--- src/rtl/aes128_stream_pkg.sv ---
// Shared types and constants for the aes128_stream_if word-stream front end.
package aes128_stream_pkg;

  localparam int unsigned AES_WORD_W    = 32;
  localparam int unsigned AES_BLK_WORDS = 4;
  localparam int unsigned AES_BLK_W     = AES_WORD_W * AES_BLK_WORDS;
  localparam int unsigned AES_CNT_W     = $clog2(AES_BLK_WORDS);

  typedef enum logic [1:0] {
    CMD_KEY  = 2'b00,
    CMD_ENC  = 2'b01,
    CMD_DEC  = 2'b10,
    CMD_RSVD = 2'b11
  } aes_cmd_e;

  typedef enum logic [2:0] {
    ST_COLLECT,
    ST_LOADKEY,
    ST_ISSUE,
    ST_WAIT,
    ST_EMIT
  } aes_stream_state_e;

  // Word idx of a block; word 0 is the most significant (FIPS-197 byte order).
  function automatic logic [AES_WORD_W-1:0] blk_word(input logic [AES_BLK_W-1:0] blk,
                                                     input logic [AES_CNT_W-1:0] idx);
    int unsigned sh;
    sh = AES_WORD_W * (AES_BLK_WORDS - 1 - 32'(idx));
    return AES_WORD_W'(blk >> sh);
  endfunction

  // Block with word idx replaced by w.
  function automatic logic [AES_BLK_W-1:0] blk_put(input logic [AES_BLK_W-1:0] blk,
                                                   input logic [AES_CNT_W-1:0] idx,
                                                   input logic [AES_WORD_W-1:0] w);
    int unsigned          sh;
    logic [AES_BLK_W-1:0] mask;
    logic [AES_BLK_W-1:0] ins;
    sh   = AES_WORD_W * (AES_BLK_WORDS - 1 - 32'(idx));
    mask = AES_BLK_W'({AES_WORD_W{1'b1}}) << sh;
    ins  = AES_BLK_W'(w) << sh;
    return (blk & ~mask) | ins;
  endfunction

endpackage

--- src/rtl/aes128_stream_if_if.sv ---
// Word-stream handshake bundle between the system bus/DMA and aes128_stream_if.
interface aes128_stream_if_if;
  import aes128_stream_pkg::*;

  logic                  in_valid_i;
  logic                  in_ready_o;
  logic [AES_WORD_W-1:0] in_data_i;
  logic [1:0]            in_cmd_i;
  logic                  out_valid_o;
  logic                  out_ready_i;
  logic [AES_WORD_W-1:0] out_data_o;
  logic                  out_last_o;
  logic                  err_o;

  modport master (
    output in_valid_i, in_data_i, in_cmd_i, out_ready_i,
    input  in_ready_o, out_valid_o, out_data_o, out_last_o, err_o
  );

  modport slave (
    input  in_valid_i, in_data_i, in_cmd_i, out_ready_i,
    output in_ready_o, out_valid_o, out_data_o, out_last_o, err_o
  );
endinterface

--- src/rtl/aes128_stream_if.sv ---
// Word-stream front end for aes128_core: packs 4 words into a block, drives the core, unpacks the result.
// Optional AES128_STREAM_KEYCHK_EN: refuse ENC/DEC (error + four zero words) until a key has been loaded.
module aes128_stream_if
  import aes128_stream_pkg::*;
(
  input  logic                 clk,
  input  logic                 rst,
  aes128_stream_if_if.slave    s,
  output logic                 core_load_key_o,
  output logic                 core_start_enc_o,
  output logic                 core_start_dec_o,
  output logic [AES_BLK_W-1:0] core_data_o,
  input  logic [AES_BLK_W-1:0] core_data_i,
  input  logic                 core_ready_i,
  input  logic                 core_done_i
);

  aes_stream_state_e     state_q;
  aes_cmd_e              cmd_q;
  logic [AES_BLK_W-1:0]  blk_q;
  logic [AES_CNT_W-1:0]  cnt_q;
`ifdef AES128_STREAM_KEYCHK_EN
  logic                  key_loaded_q;
`endif

  assign core_data_o = blk_q;

  // Strobes are registered, so they are armed from core_ready_i seen one cycle earlier;
  // a strobe high now means it is being issued this cycle.
  always_ff @(posedge clk or posedge rst) begin
    if (rst) begin
      state_q          <= ST_COLLECT;
      cmd_q            <= CMD_KEY;
      blk_q            <= '0;
      cnt_q            <= '0;
      s.in_ready_o     <= 1'b0;
      s.out_valid_o    <= 1'b0;
      s.out_data_o     <= '0;
      s.out_last_o     <= 1'b0;
      s.err_o          <= 1'b0;
      core_load_key_o  <= 1'b0;
      core_start_enc_o <= 1'b0;
      core_start_dec_o <= 1'b0;
`ifdef AES128_STREAM_KEYCHK_EN
      key_loaded_q     <= 1'b0;
`endif
    end else begin
      s.err_o <= 1'b0;
      case (state_q)
        ST_COLLECT: begin
          s.in_ready_o <= 1'b1;
          if (s.in_valid_i && s.in_ready_o) begin
            blk_q <= blk_put(blk_q, cnt_q, s.in_data_i);
            cnt_q <= cnt_q + AES_CNT_W'(1);
            if (cnt_q == AES_CNT_W'(0)) cmd_q <= aes_cmd_e'(s.in_cmd_i);
            if (cnt_q == AES_CNT_W'(AES_BLK_WORDS - 1)) begin
              case (cmd_q)
                CMD_KEY: begin
                  state_q         <= ST_LOADKEY;
                  s.in_ready_o    <= 1'b0;
                  core_load_key_o <= core_ready_i;
                end
                CMD_ENC, CMD_DEC: begin
`ifdef AES128_STREAM_KEYCHK_EN
                  if (!key_loaded_q) begin
                    state_q       <= ST_EMIT;
                    s.in_ready_o  <= 1'b0;
                    s.err_o       <= 1'b1;
                    blk_q         <= '0;
                    s.out_valid_o <= 1'b1;
                    s.out_data_o  <= '0;
                    s.out_last_o  <= 1'b0;
                  end else
`endif
                  begin
                    state_q          <= ST_ISSUE;
                    s.in_ready_o     <= 1'b0;
                    core_start_enc_o <= core_ready_i && (cmd_q == CMD_ENC);
                    core_start_dec_o <= core_ready_i && (cmd_q == CMD_DEC);
                  end
                end
                default: s.err_o <= 1'b1;
              endcase
            end
          end
        end

        ST_LOADKEY: begin
          if (core_load_key_o) begin
            core_load_key_o <= 1'b0;
            state_q         <= ST_COLLECT;
            s.in_ready_o    <= 1'b1;
`ifdef AES128_STREAM_KEYCHK_EN
            key_loaded_q    <= 1'b1;
`endif
          end else begin
            core_load_key_o <= core_ready_i;
          end
        end

        ST_ISSUE: begin
          if (core_start_enc_o || core_start_dec_o) begin
            core_start_enc_o <= 1'b0;
            core_start_dec_o <= 1'b0;
            state_q          <= ST_WAIT;
          end else begin
            core_start_enc_o <= core_ready_i && (cmd_q == CMD_ENC);
            core_start_dec_o <= core_ready_i && (cmd_q == CMD_DEC);
          end
        end

        ST_WAIT: begin
          if (core_done_i) begin
            blk_q         <= core_data_i;
            cnt_q         <= '0;
            state_q       <= ST_EMIT;
            s.out_valid_o <= 1'b1;
            s.out_data_o  <= blk_word(core_data_i, AES_CNT_W'(0));
            s.out_last_o  <= 1'b0;
          end
        end

        ST_EMIT: begin
          if (s.out_ready_i) begin
            cnt_q <= cnt_q + AES_CNT_W'(1);
            if (cnt_q == AES_CNT_W'(AES_BLK_WORDS - 1)) begin
              s.out_valid_o <= 1'b0;
              s.out_last_o  <= 1'b0;
              s.in_ready_o  <= 1'b1;
              state_q       <= ST_COLLECT;
            end else begin
              s.out_data_o <= blk_word(blk_q, cnt_q + AES_CNT_W'(1));
              s.out_last_o <= (cnt_q == AES_CNT_W'(AES_BLK_WORDS - 2));
            end
          end
        end

        default: state_q <= ST_COLLECT;
      endcase
    end
  end

endmodule

--- src/flat_wrapper.sv ---
// flat-port wrapper written by rule: the top's interface ports become plain ports
module aes128_stream_if_flat import aes128_stream_pkg::*;
  (clk, rst, core_load_key_o, core_start_enc_o, core_start_dec_o, core_data_o, core_data_i, core_ready_i, core_done_i, s_in_valid_i, s_in_data_i, s_in_cmd_i, s_out_ready_i, s_in_ready_o, s_out_valid_o, s_out_data_o, s_out_last_o, s_err_o);
  aes128_stream_if_if s_i ();
  input  logic clk;
  input  logic rst;
  output logic core_load_key_o;
  output logic core_start_enc_o;
  output logic core_start_dec_o;
  output logic [AES_BLK_W-1:0] core_data_o;
  input  logic [AES_BLK_W-1:0] core_data_i;
  input  logic core_ready_i;
  input  logic core_done_i;
  input wire logic [$bits(s_i.in_valid_i)-1:0] s_in_valid_i;
  input wire logic [$bits(s_i.in_data_i)-1:0] s_in_data_i;
  input wire logic [$bits(s_i.in_cmd_i)-1:0] s_in_cmd_i;
  input wire logic [$bits(s_i.out_ready_i)-1:0] s_out_ready_i;
  output wire logic [$bits(s_i.in_ready_o)-1:0] s_in_ready_o;
  output wire logic [$bits(s_i.out_valid_o)-1:0] s_out_valid_o;
  output wire logic [$bits(s_i.out_data_o)-1:0] s_out_data_o;
  output wire logic [$bits(s_i.out_last_o)-1:0] s_out_last_o;
  output wire logic [$bits(s_i.err_o)-1:0] s_err_o;
  assign s_i.in_valid_i = s_in_valid_i;
  assign s_i.in_data_i = s_in_data_i;
  assign s_i.in_cmd_i = s_in_cmd_i;
  assign s_i.out_ready_i = s_out_ready_i;
  assign s_in_ready_o = s_i.in_ready_o;
  assign s_out_valid_o = s_i.out_valid_o;
  assign s_out_data_o = s_i.out_data_o;
  assign s_out_last_o = s_i.out_last_o;
  assign s_err_o = s_i.err_o;
  aes128_stream_if u_core (.clk(clk), .rst(rst), .s(s_i), .core_load_key_o(core_load_key_o), .core_start_enc_o(core_start_enc_o), .core_start_dec_o(core_start_dec_o), .core_data_o(core_data_o), .core_data_i(core_data_i), .core_ready_i(core_ready_i), .core_done_i(core_done_i));
endmodule
--- config.mk ---
export PLATFORM = sky130hd
export DESIGN_NAME = aes128_stream_if_flat
export DESIGN_NICKNAME = d
export VERILOG_FILES = /design/src/rtl/aes128_stream_pkg.sv /design/src/rtl/aes128_stream_if_if.sv /design/src/rtl/aes128_stream_if.sv /design/src/flat_wrapper.sv
export SDC_FILE = /design/constraint.sdc
export NUM_CORES = 1
export LEC_CHECK = 0
export BUFFER_PORTS_ARGS = -buffer_cell sky130_fd_sc_hd__buf_2
export CAP_MARGIN = 20
export CORE_ASPECT_RATIO = 0.8
export CORE_MARGIN = 1.5
export CORE_UTILIZATION = 48
export DETAILED_ROUTE_END_ITERATION = 8
export GPL_ROUTABILITY_DRIVEN = 1
export GPL_TIMING_DRIVEN = 0
export MAX_ROUTING_LAYER = met4
export PLACE_DENSITY = 0.84
export SETUP_SLACK_MARGIN = 0.1
export SYNTH_ARGS = -nofsm -noshare
export SYNTH_HDL_FRONTEND = slang
export SYNTH_SLANG_ARGS = --single-unit
--- constraint.sdc ---
create_clock -name clk -period 9.3 [get_ports clk]
set_input_delay 0.93 -clock clk [delete_from_list [all_inputs] [get_ports clk]]
set_output_delay 0.93 -clock clk [all_outputs]
set_load 0.005 [all_outputs]
# Word-level counts from Yosys, hierarchy flattened
# Cells that the tools add are included.
[classes] n_addsub=3 eq_ne=19 shift=3 muxes=53 bitwise_logic=3 n_reduce_logical=25
[ops] op="two-way mux 128 bit" n=2
[ops] op="one-hot mux 128 bit (2 select lines)" n=1
[ops] op="AND 128 bit" n=1
[ops] op="inverter 128 bit" n=1
[ops] op="OR 128 bit" n=1
[ops] op="<< shifter 32 x 32 -> 128 bit" n=1
[ops] op="<< shifter 32 x 32 -> 128 bit, first input constant" n=1
[ops] op=">> shifter 128 x 32 -> 32 bit" n=1
[ops] op="two-way mux 32 bit" n=3
[ops] op="one-hot mux 32 bit (2 select lines)" n=1
[ops] op="two-way mux 1 bit" n=27
[ops] op="AND reduction 4 bit" n=6
[ops] op="two-way mux 3 bit" n=7
[ops] op="one-hot mux 3 bit (5 select lines)" n=1
[ops] op="inequality test 2 x 1 -> 1 bit, second input constant" n=5
[ops] op="inequality test 2 bit, second input constant" n=5
[ops] op="one-hot mux 1 bit (2 select lines)" n=5
[ops] op="AND reduction 3 bit" n=3
[ops] op="AND reduction 8 bit" n=1
[ops] op="nonzero test 2 bit" n=4
[ops] op="equality test 2 bit, second input constant" n=3
[ops] op="equality test 3 x 2 -> 1 bit, second input constant" n=2
[ops] op="two-way mux 2 bit" n=3
[ops] op="one-hot mux 2 bit (3 select lines)" n=1
[ops] op="15 further kinds" n=20
[word_totals] regBits=174 input_bits=168 output_inout_bits=167 wordCells=118

# Depth between registers and ports, before layout
# Gate-level depths: netlist (run 1).
[logic_depth] word_depth=7 mapped_depth=11 depth_no_buf=6

# Worst setup path after synthesis (run 1)
# OpenSTA, ideal clock, no wires.
[synth_timing] path_kind="flip-flop to flip-flop" startpoint="register u_core.cnt_q[0]" endpoint="register u_core.s.out_data_o[15]" setup_ps=130 t_arrival_ps=2459 t_required_ps=9170 path_slack_ps=6712 stages_incl_launch_ff=12 n_path_buf=6 period_less_slack_ps=2588 cell_sequence="dfrtp_1 > buf_2 > buf_2 > buf_4 > inv_1 > ha_1 > buf_2 > buf_2 > buf_2 > mux4_2 > nand2_1 > a31oi_1"
[synth_via] elab_chain_len=6 word_cells_on_any_way=9 cone_classes="add/sub: 2; eq/ne: 2; shift: 1; mux: 3; reduce/logical: 1"
[synth_lines] item="start: declaration" line_no="aes128_stream_if.sv:21" rtl="logic [AES_CNT_W-1:0] cnt_q;"
[synth_lines] item="start signal: assignment" line_no="aes128_stream_if.sv:54" rtl="cnt_q <= cnt_q + AES_CNT_W'(1);"
[synth_lines] item="start signal: assignment" line_no="aes128_stream_if.sv:125" rtl="cnt_q <= cnt_q + AES_CNT_W'(1);"
[synth_lines] item="adder 2 x 1 -> 2 bit" line_no="aes128_stream_if.sv:132" rtl="s.out_data_o <= blk_word(blk_q, cnt_q + AES_CNT_W'(1));"
[synth_lines] item="subtractor 2 x 2 -> 3 bit" line_no="aes128_stream_pkg.sv:28" rtl="sh = AES_WORD_W * (AES_BLK_WORDS - 1 - 32'(idx));"
[synth_lines] item=">> shifter 128 x 32 -> 32 bit" line_no="aes128_stream_pkg.sv:29" rtl="return AES_WORD_W'(blk >> sh);"
[synth_lines] item="two-way mux 32 bit" line_no="aes128_stream_if.sv:126" rtl="if (cnt_q == AES_CNT_W'(AES_BLK_WORDS - 1)) begin"
[synth_lines] item="two-way mux 32 bit" line_no="aes128_stream_if.sv:124" rtl="if (s.out_ready_i) begin"
[synth_lines] item="one-hot mux 32 bit (2 select lines)" line_no="aes128_stream_if.sv:49" rtl="case (state_q)"
[synth_lines] item="end signal: assignment" line_no="aes128_stream_if.sv:118" rtl="s.out_data_o <= blk_word(core_data_i, AES_CNT_W'(0));"
[synth_lines] item="end signal: assignment" line_no="aes128_stream_if.sv:132"
[synth_lines] item="end: declaration" line_no="aes128_stream_if_if.sv:22" rtl="output in_ready_o, out_valid_o, out_data_o, out_last_o, err_o"
# Several ways; a longest one is shown, not always the timed one. The select of a mux whose other input is x is not followed.
# A chain may end at the register's enable or synchronous reset.

# Final worst setup path (run 1)
[layout_timing] startpoint="register u_core.cnt_q[0]" endpoint="register u_core.s.out_data_o[18]"
# Same word-level chain as after synthesis.

==> out/summary.txt, run 1 <==
ys async rst share: 100%
Yosys top cell by area: dfrtp_1
number of global-route vias before repair: 9662
Die H: 128 um
leakage: 6.16 nW
status: finished, final reports clean
crit path DAT: 3890 ps
category of the most critical setup path: reg2reg
Fin. Hold Viols: 0
final wirelength: 37500 um
CTS Sinks: 174
initial antenna violation count: 3
Post-Syn Instances: 1028
port bufs: 334
Num CTS Buffers: 17
layout cells sized above 1: 33.0%
GRT overflow: 0
hold_sp: u_core.s.out_last_o$_DFFE_PP0P_
Setup TNS: 0 ps
initial core utilization: 49.1%
core region area: 19000 um^2
starting DRC count in detailed routing: 1137
Max Cap Viol: 0
Syn Area/Cell: 9.06 um^2
Die X: 159 um
CTS tree: yes
Slew headroom: 52.0%
drt drc: 0
Initial DRT Pass Iterations: 8
Tot GR Track Use: 37.6%
Worst-path clk slew: 70 ps
Non-Filler Instances: 1657
Cell Area, Synth: 9310 um^2
die area: 20200 um^2
VDD IR max: 0.171 mV
unrepaired setup endpoints after global routing: false
post-synthesis cell type count: 41
most common cell in the netlist: nand2_1
Multi-input gate area: 4480 um^2
row cnt: 45
Hold Crit Depth: 1
worst-case clock buffer depth: 2
min-delay worst type: reg2reg
worst-path fanout max: 10
final slew viol count: 0
post-CTS sizing: 0
Reg2Reg Depth: 11
Final setup viols: 0
sequential area share after synthesis: 46.8%
Crit Reg-Reg Endpoint: u_core.s.out_data_o[18]$_DFFE_PP0P_
drt wl/cell: 22.6 um
placed cell count: 1621
synth cell count leaders: nand2_1, dfrtp_1, a21oi_1, and3_1, o21ai_1
area grow syn2layout: 28.6%
Area contributors post-synth: dfrtp_1, and3_1, nand2_1, mux4_2, a21oi_1
io pins: 335
largest net degree at the start of global routing: 115
placer congestion estimate: 0.929
period utilisation layout: 38.6%
Final Skew: 12.9 ps
register area: 4350 um^2
Synth Flop Type: dfrtp_1
fin crit period: 3590 ps
# fillers: 1662
nature of the critical path endpoint: flip-flop
Worst Path Required: 9600 ps
post-route ant nets: 0
startpoint types: flip-flop
Synth Warn #: 0
Worst Hold Path EP: u_core.s.out_last_o$_DFFE_PP0P_
Synthesized Nets: 1206
#FFs+latches synth: 174
post-synth top area share: 46.8%
via count: 10200
PwrDens: 375 nW/um^2
HPWL after DPL: 27100 um
Worst-Skew Late Latency: 440 ps
CTS root buf: clkbuf_16
drt via density: 6.15
cts hold-fix bufs: 0
Fmax: 0.279 GHz
first-pass GRT wire length: 55600 um
Post-synth EDFFs: 0
Worst-Margin Slew: 720 ps
CTS H-Tree Depth: 4
r2r startpoint: u_core.cnt_q[0]$_DFFE_PP0P_
worst reg2reg setup slack: 5710 ps
post-CTS setup buffer count: 0
NumNets Final: 1560
fin util: 63.1%
per-layer routing:
metal / global-route usage [%] / vias to the layer above / share of wire (%) / wire (um)
met5: - / - / 0 / 0
met4: 15.4 / 0 / 3.6 / 1360
met3: 8.15 / 124 / 12 / 4430
met2: 58.8 / 827 / 47 / 17500
met1: 47.9 / 4861 / 38 / 14200
li1: - / 4373 / - / -
power breakdown:
part,total (mW),switching [mW],internal (mW)
clock,0.775,0.339,0.436
combinational,2.30,1.32,0.977
sequential,1.41,0.304,1.11
total,4.49,1.96,2.52
state kept, by name, indices dropped and copies added, names as in the netlist, 2 cells and up:
register / cells
u_core.core_data_o: 128
u_core.s.out_data_o: 32
u_core.state_q: 3
u_core.cmd_q: 2
u_core.cnt_q: 2
worst max-delay path: stages, from the launching register on:
cell and delay, ps:
dfrtp_1 380, buf_2 290, buf_2 400, buf_4 300
inv_1 150, ha_1 320, buf_2 230, buf_2 370
buf_2 450, mux4_2 390, nand2_1 80, a31oi_1 80
through the flow:
step                      power, mW  hold slack (ps)  worst slack (ps)  cell area (um^2)
final                          4.49              493              5710             12000
after detailed placement       3.67              487              5810             11300
after CTS                      4.44              501              5770             12000
after global routing           4.72              522              5580             12000
after floorplan                2.72              489              3650              9310
after global placement         3.58              477              1570             11300
worst max-delay path by stage:
stage | from | endpoint | slack [ps] | depth (start not counted)
2_1_floorplan | rst | u_core.cmd_q[0]$_DFFE_PP0P_ | 3650 | 1
3_3_place_gp | rst | u_core.core_data_o[67]$_DFFE_PP0P_ | 1570 | 2
3_5_place_dp | u_core.cnt_q[0]$_DFFE_PP0P_ | u_core.s.out_data_o[19]$_DFFE_PP0P_ | 5810 | 11
4_1_cts | u_core.cnt_q[0]$_DFFE_PP0P_ | u_core.s.out_data_o[18]$_DFFE_PP0P_ | 5770 | 11
5_1_grt | u_core.cnt_q[0]$_DFFE_PP0P_ | u_core.s.out_data_o[19]$_DFFE_PP0P_ | 5580 | 11
6_report | u_core.cnt_q[0]$_DFFE_PP0P_ | u_core.s.out_data_o[18]$_DFFE_PP0P_ | 5710 | 11
cells in the final DEF (no fill, tap or decap), types with 2 or more instances in the layout:
master      count
nor2_1         37
mux2_2          3
nor2b_1         3
a31oi_1        33
bufinv_16       3
clkinvlp_4      3
clkinv_2        2
nand3_1         4
inv_8           3
buf_4          10
o21ai_1       128
mux4_2         32
o21ai_0         4
inv_1           9
nand2_1       204
o221ai_2        4
diode_2         4
and3_1        131
ha_1           10
clkbuf_1       42
dfrtp_1       174
inv_6           3
mux2i_1         4
clkbuf_16      17
nor3_1          2
buf_2         373
a32o_1          2
a22o_1          2
a21oi_1       131
logic make-up after synthesis:
family / count (synthesis) / share of synthesized area (%)
multiplexers: 40 / 8.65
adder cells (fa/ha/maj): 10 / 1.34
flip-flops: 174 / 46.8
AND/OR/NAND/NOR: 389 / 20.0
buffers and inverters: 103 / 5.08
AO/OA/AOI/OAI: 312 / 18.2
cell type report:
cell class	count	area share (%)
sequential	174	36.4
clock buffer	18	3.67
inverter	11	0.408
tap	258	2.70
buffer	92	3.61
clock inverter	14	1.51
multi-input combinational	751	37.5
timing repair buffer	335	14.2
antenna	4	0.0836
Note: power is estimated with default switching activity, not from simulation.
==> inputs of run 2 (changes only) <==
Clock period 9.3 ns to 3.5 ns, I/O delays scaled along.
==> run 2 against run 1 <==
Core utilization is 0.36 points higher. Register-to-register slack lost 5400 ps. Clock power grew to 2.6 times the previous value. Combinational power increased to 2.6 times the previous value. Setup slack got worse by 5400 ps. Hold slack got worse by 360 ps. Critical path type unchanged. Critical endpoint is now u_core.s.out_data_o[17]$_DFFE_PP0P_.
==> out/summary.txt, run 2 (synthesis gave the netlist of run 1 again) <==
worst-case clock buffer depth: 2 (unchanged)
row cnt: 45 (unchanged)
crit path DAT: 3500 ps (-390 ps)
Initial DRT Pass Iterations: 5 (-3)
worst-path fanout max: 10 (unchanged)
Final Skew: 11.4 ps (-1.52 ps)
placer congestion estimate: 0.927 (-0.15%)
Worst-Margin Slew: 725 ps (+5.06 ps)
port bufs: 334 (unchanged)
Crit Reg-Reg Endpoint: u_core.s.out_data_o[17]$_DFFE_PP0P_
DP Area: 11400 um^2 (+0.61%)
Worst-Skew Late Latency: 440 ps (about the same)
CTS Sinks: 174 (unchanged)
startpoint types: flip-flop
category of the most critical setup path: reg2reg
final wirelength: 37300 um (-0.50%)
CTS H-Tree Depth: 4 (unchanged)
worst reg2reg setup slack: 300 ps (-5420 ps)
drt drc: 0 (unchanged)
Final setup viols: 0 (unchanged)
Die X: 159 um (unchanged)
Total Power: 11.8 mW (+160%)
Setup TNS: 0 ps (unchanged)
Worst-path clk slew: 70 ps (about the same)
layout cells sized above 1: 33.1% (+0.096 points)
Num CTS Buffers: 17 (unchanged)
fin crit period: 3200 ps (-383 ps)
period utilisation layout: 91.5% (+53 points)
setup ws final: 297 ps (-5420 ps)
cells along the critical path: buf_2, buf_4, buf_4, inv_1, ha_1, buf_2, clkbuf_4, buf_4, mux4_2, nand2_1, a31oi_1
status: finished, final reports clean
die area: 20200 um^2 (unchanged)
Fin. Hold Viols: 0 (unchanged)
io pins: 335 (unchanged)
VDD IR max: 0.419 mV (+150%)
Fmax: 0.312 GHz (+12%)
CTS root buf: clkbuf_16
max reg flops: 128 (unchanged)
CP max stage delay: 380 ps (-70 ps)
Slew headroom: 51.7% (-0.34 points)
drt via density: 6.13 (-0.31%)
pre-CTS WS: 46.4 ps (-5760 ps)
GRT overflow: 0 (unchanged)
area grow syn2layout: 29.3%
drt wl/cell: 22.4 um (-0.86%)
leakage: 6.19 nW (+0.43%)
starting DRC count in detailed routing: 1095 (-3.7%)
Tot GR Track Use: 38.2% (+0.56 points)
post-route ant nets: 0 (unchanged)
first-pass GRT wire length: 56500 um (+1.5%)
core region area: 19000 um^2 (unchanged)
nature of the critical path endpoint: flip-flop
most common cell after layout, fill and taps aside: buf_2
crit path capture: u_core.s.out_data_o[17]$_DFFE_PP0P_
Reg2Reg Depth: 11 (unchanged)
r2r startpoint: u_core.cnt_q[0]$_DFFE_PP0P_
NumNets Final: 1565 (+0.32%)
Design Area, Final: 12000 um^2 (+0.56%)
via count: 10200 (+0.049%)
Die H: 128 um (unchanged)
initial core utilization: 49.1% (unchanged)
most frequent cells in the layout: buf_2, nand2_1, dfrtp_1
final slew viol count: 0 (unchanged)
CTS tree: yes
Max Cap Viol: 0 (unchanged)
Max stage delay cell, worst path: dfrtp_1
crit path from: u_core.cnt_q[0]$_DFFE_PP0P_
min-delay worst type: in2reg
# fillers: 1629 (-2.0%)
number of global-route vias before repair: 9978 (+3.3%)
Worst Path Required: 3800 ps (-5800 ps)
largest net degree at the start of global routing: 39 (-66%)
unrepaired setup endpoints after global routing: false
most frequent CP cell: buf_4
initial antenna violation count: 5 (+2)
PwrDens: 983 nW/um^2 (+160%)
HPWL after DPL: 27300 um (+0.53%)
-- run 2: worst min path at each step --
stage,start,endpoint,cells past startpoint
global placement,u_core.s.out_last_o$_DFFE_PP0P_,u_core.s.out_last_o$_DFFE_PP0P_,1
CTS,s_in_cmd_i[1],u_core.cmd_q[1]$_DFFE_PP0P_,2
finish,s_in_cmd_i[1],u_core.cmd_q[1]$_DFFE_PP0P_,2
global route,s_in_cmd_i[1],u_core.cmd_q[1]$_DFFE_PP0P_,2
floorplan,u_core.s.out_last_o$_DFFE_PP0P_,u_core.s.out_last_o$_DFFE_PP0P_,1
detailed placement,rst,u_core.s.out_data_o[18]$_DFFE_PP0P_,2
-- run 2: cell type report --
type	instances	area, um^2	share of cell area [%]
multi-input combinational	751	4480	37.3
inverter	11	45.0	0.374
buffer	92	439	3.65
sequential	174	4350	36.2
timing repair buffer	340	1780	14.8
antenna	5	12.5	0.104
tap	258	323	2.68
clock inverter	13	155	1.29
clock buffer	19	443	3.68
-- run 2: critical path: cells and delay by family (launching register included) --
family	cells	cell delay (ps)
simple gates	1	90
mux	1	330
buf+inv	7	1850
fa+ha+maj	1	320
compound gates	1	100
flops	1	380
-- run 2: metrics by stage --
| step | util (%) | hold slack, ps | cells |
|---|---|---|---|
| 2_1_floorplan | - | 489 | 1028 |
| 3_3_place_gp | 59.6 | 478 | 1620 |
| 3_5_place_dp | 60.1 | 446 | 1625 |
| 4_1_cts | 63.3 | 134 | 1658 |
| 5_1_grt | 63.4 | 142 | 1663 |
| 6_report | 63.4 | 137 | 1663 |
-- run 2: power breakdown --
group / internal (mW) / switching (mW) / leakage, nW
sequential: 2.95 / 0.805 / 2.15
combinational: 2.62 / 3.47 / 3.76
clock: 1.09 / 0.898 / 0.288
total: 6.66 / 5.18 / 6.19
-- run 2: repair_timing --
item	4_1_cts	5_1_grt
buffers inserted	0	0
hold endpoints to repair	20	0
resized for setup	1	3
endpoints found under the setup margin	9	12
hold buffers	1	0
-- run 2: metal layers --
layer / vias to the layer above / routed length [um] / GRT usage [%]
met5: - / 0 / -
met4: 0 / 1430 / 17.8
met3: 115 / 4470 / 9.35
met2: 819 / 17200 / 58.6
met1: 4888 / 14200 / 48.0
li1: 4368 / - / -
==> inputs of run 3 (changes only) <==
Settings changed: CORE_UTILIZATION 48 to 43, PLACE_DENSITY 0.84 to 0.77.
==> run 3 against run 2 <==
Cell count up 0.78%. Clock skew up 3.1 ps. Maximum frequency up 1.3%. Die area up 11%. Flip-flop and latch count unchanged. Total power up 0.27%. Non-clock buffer count down 1. Hold slack worse by 130 ps. Register-to-register slack better by 40 ps. Sequential share of layout area about the same. Global-route usage down 3.3 points. Critical path type unchanged. Critical endpoint is now u_core.s.out_data_o[16]$_DFFE_PP0P_.
==> out/summary.txt, run 3 (synthesis gave the netlist of run 1 again) <==
Final Skew: 14.5 ps (+3.10 ps)
DP Area: 11400 um^2 (+0.12%)
CTS root buf: clkbuf_16
Worst-path clk slew: 70 ps (about the same)
initial core utilization: 44.5% (-4.6 points)
Die X: 168 um (+5.5%)
NumNets Final: 1564 (-0.064%)
Slew headroom: 49.7% (-2.0 points)
Worst-Skew Late Latency: 440 ps (about the same)
crit path from: u_core.cnt_q[0]$_DFFE_PP0P_
Cell Int Power: 6.63 mW (-0.35%)
port bufs: 334 (unchanged)
min-delay worst type: in2async
leakage: 6.18 nW (-0.11%)
first-pass GRT wire length: 56900 um (+0.71%)
placed cell count: 1636 (+0.68%)
Final setup viols: 0 (unchanged)
Fmax: 0.316 GHz (+1.3%)
core region area: 20900 um^2 (+10%)
worst-case clock buffer depth: 2 (unchanged)
Tot GR Track Use: 34.9% (-3.3 points)
unrepaired setup endpoints after global routing: false
Reg2Reg Depth: 11 (unchanged)
Multi-input gate area: 4480 um^2 (unchanged)
fin util: 57.5% (-5.9 points)
max reg flops: 128 (unchanged)
CTS H-Tree Depth: 4 (unchanged)
number of global-route vias before repair: 9521 (-4.6%)
Comb pwr share: 51.8% (+0.3 points)
layout cells sized above 1: 33.2% (about the same)
most frequent cells in the layout: buf_2, nand2_1, dfrtp_1
drt drc: 0 (unchanged)
Total Power: 11.9 mW (+0.27%)
final wirelength: 38500 um (+3.3%)
setup ws final: 338 ps (+40.4 ps)
worst-path fanout max: 10 (unchanged)
worst reg2reg setup slack: 340 ps (+40 ps)
Initial DRT Pass Iterations: 6 (+1)
Die H: 135 um (+5.5%)
largest net degree at the start of global routing: 40 (+2.6%)
CTS tree: yes
row cnt: 47 (+4.4%)
clock share of power: 16.5% (-0.3 points)
Max Cap Viol: 0 (unchanged)
via count: 9988 (-2.0%)
crit path DAT: 3460 ps (-40 ps)
Seq pwr share: 31.6% (about the same)
post-CTS setup buffer count: 0 (unchanged)
nature of the critical path endpoint: flip-flop
drt wl/cell: 23.0 um (+2.5%)
r2r startpoint: u_core.cnt_q[0]$_DFFE_PP0P_
startpoint types: flip-flop
area grow syn2layout: 29.3% (about the same)
initial antenna violation count: 8 (+3)
Num CTS Buffers: 17 (unchanged)
post-route ant nets: 0 (unchanged)
final slew viol count: 0 (unchanged)
CTS Sinks: 174 (unchanged)
Design Area, Final: 12000 um^2 (about the same)
status: finished, final reports clean
die area: 22600 um^2 (+11%)
starting DRC count in detailed routing: 941 (-14%)
crit path capture: u_core.s.out_data_o[16]$_DFFE_PP0P_
HPWL after DPL: 28500 um (+4.6%)
pre-CTS WS: 43.9 ps (-2.48 ps)
drt via density: 5.96 (-2.7%)
placer congestion estimate: 0.929 (+0.22%)
io pins: 335 (unchanged)
# fillers: 1920 (+18%)
GRT overflow: 0 (unchanged)
most common cell after layout, fill and taps aside: buf_2
Worst Path Required: 3790 ps (about the same)
Non-Filler Instances: 1676 (+0.78%)
period utilisation layout: 90.4% (-1.2 points)
Worst-Margin Slew: 754 ps (+29.6 ps)
cts hold-fix bufs: 0 (-1)
VDD IR max: 0.430 mV (+2.5%)
Crit Reg-Reg Endpoint: u_core.s.out_data_o[16]$_DFFE_PP0P_
register area: 4350 um^2 (unchanged)
category of the most critical setup path: reg2reg
PwrDens: 985 nW/um^2 (+0.26%)
fin crit period: 3160 ps (-40.4 ps)
switching power: 5.23 mW (+1.1%)
Net Sw Frac: 44.1% (+0.35 points)
Fin. Hold Viols: 0 (unchanged)
==> run 3: repair_timing <==
item | CTS | global route
setup endpoints to repair | 9 | 14
pin swaps | 0 | 0
endpoints found under the hold margin | 0 | 0
resized for setup | 1 | 4
==> run 3: worst min path at each step <==
stage,startpoint,end,slack (ps),cells after the start
3_5_place_dp,rst,u_core.core_data_o[81]$_DFFE_PP0P_,470,2
2_1_floorplan,u_core.s.out_last_o$_DFFE_PP0P_,u_core.s.out_last_o$_DFFE_PP0P_,490,1
5_1_grt,rst,u_core.core_data_o[81]$_DFFE_PP0P_,30,2
6_report,rst,u_core.core_data_o[81]$_DFFE_PP0P_,8,2
4_1_cts,rst,u_core.core_data_o[81]$_DFFE_PP0P_,20,2
3_3_place_gp,u_core.s.out_last_o$_DFFE_PP0P_,u_core.s.out_last_o$_DFFE_PP0P_,480,1
==> run 3: metal layers <==
| metal | part of all wire, % | wire (um) | track usage (%) | up-vias |
|---|---|---|---|---|
| li1 | - | - | - | 4363 |
| met1 | 41 | 15800 | 46.7 | 4861 |
| met2 | 46 | 17600 | 53.5 | 691 |
| met3 | 10 | 4020 | 6.39 | 73 |
| met4 | 2.6 | 999 | 12.3 | 0 |
| met5 | 0 | 0 | - | - |
==> run 3: metrics by stage <==
stage / setup TNS (ps) / hold WS (ps)
4_1_cts: 0 / 16.2
2_1_floorplan: 0 / 489
3_3_place_gp: -48700 / 477
5_1_grt: 0 / 31.4
3_5_place_dp: 0 / 465
6_report: 0 / 7.71
==> run 3: layout make-up <==
type,instances,share of cell area (%)
flip-flops and latches,174,36.2
inverters,11,0.374
diodes,8,0.166
repair buffers,339,14.7
plain buffers,92,3.67
multi-input cells,751,37.2
clock buffers,18,3.56
well taps,269,2.80
clock inverters,14,1.30
==> run 3: power by group through the flow <==
stage          clock, mW  combinational (mW)  sequential [mW]
2_1_floorplan          0                3.60             3.63
3_3_place_gp           0                5.86             3.72
3_5_place_dp           0                6.04             3.75
4_1_cts             1.96                6.06             3.72
5_1_grt             2.04                6.65             3.83
6_report            1.96                6.15             3.75
==> run 3: worst max-delay path: stages, from the launching register on <==
cell and delay, ps:
dfrtp_1 380, clkbuf_4 250, clkbuf_4 290, buf_4 290
inv_1 150, ha_1 300, buf_2 260, buf_4 290
buf_4 280, mux4_2 340, nand2_1 90, a31oi_1 100
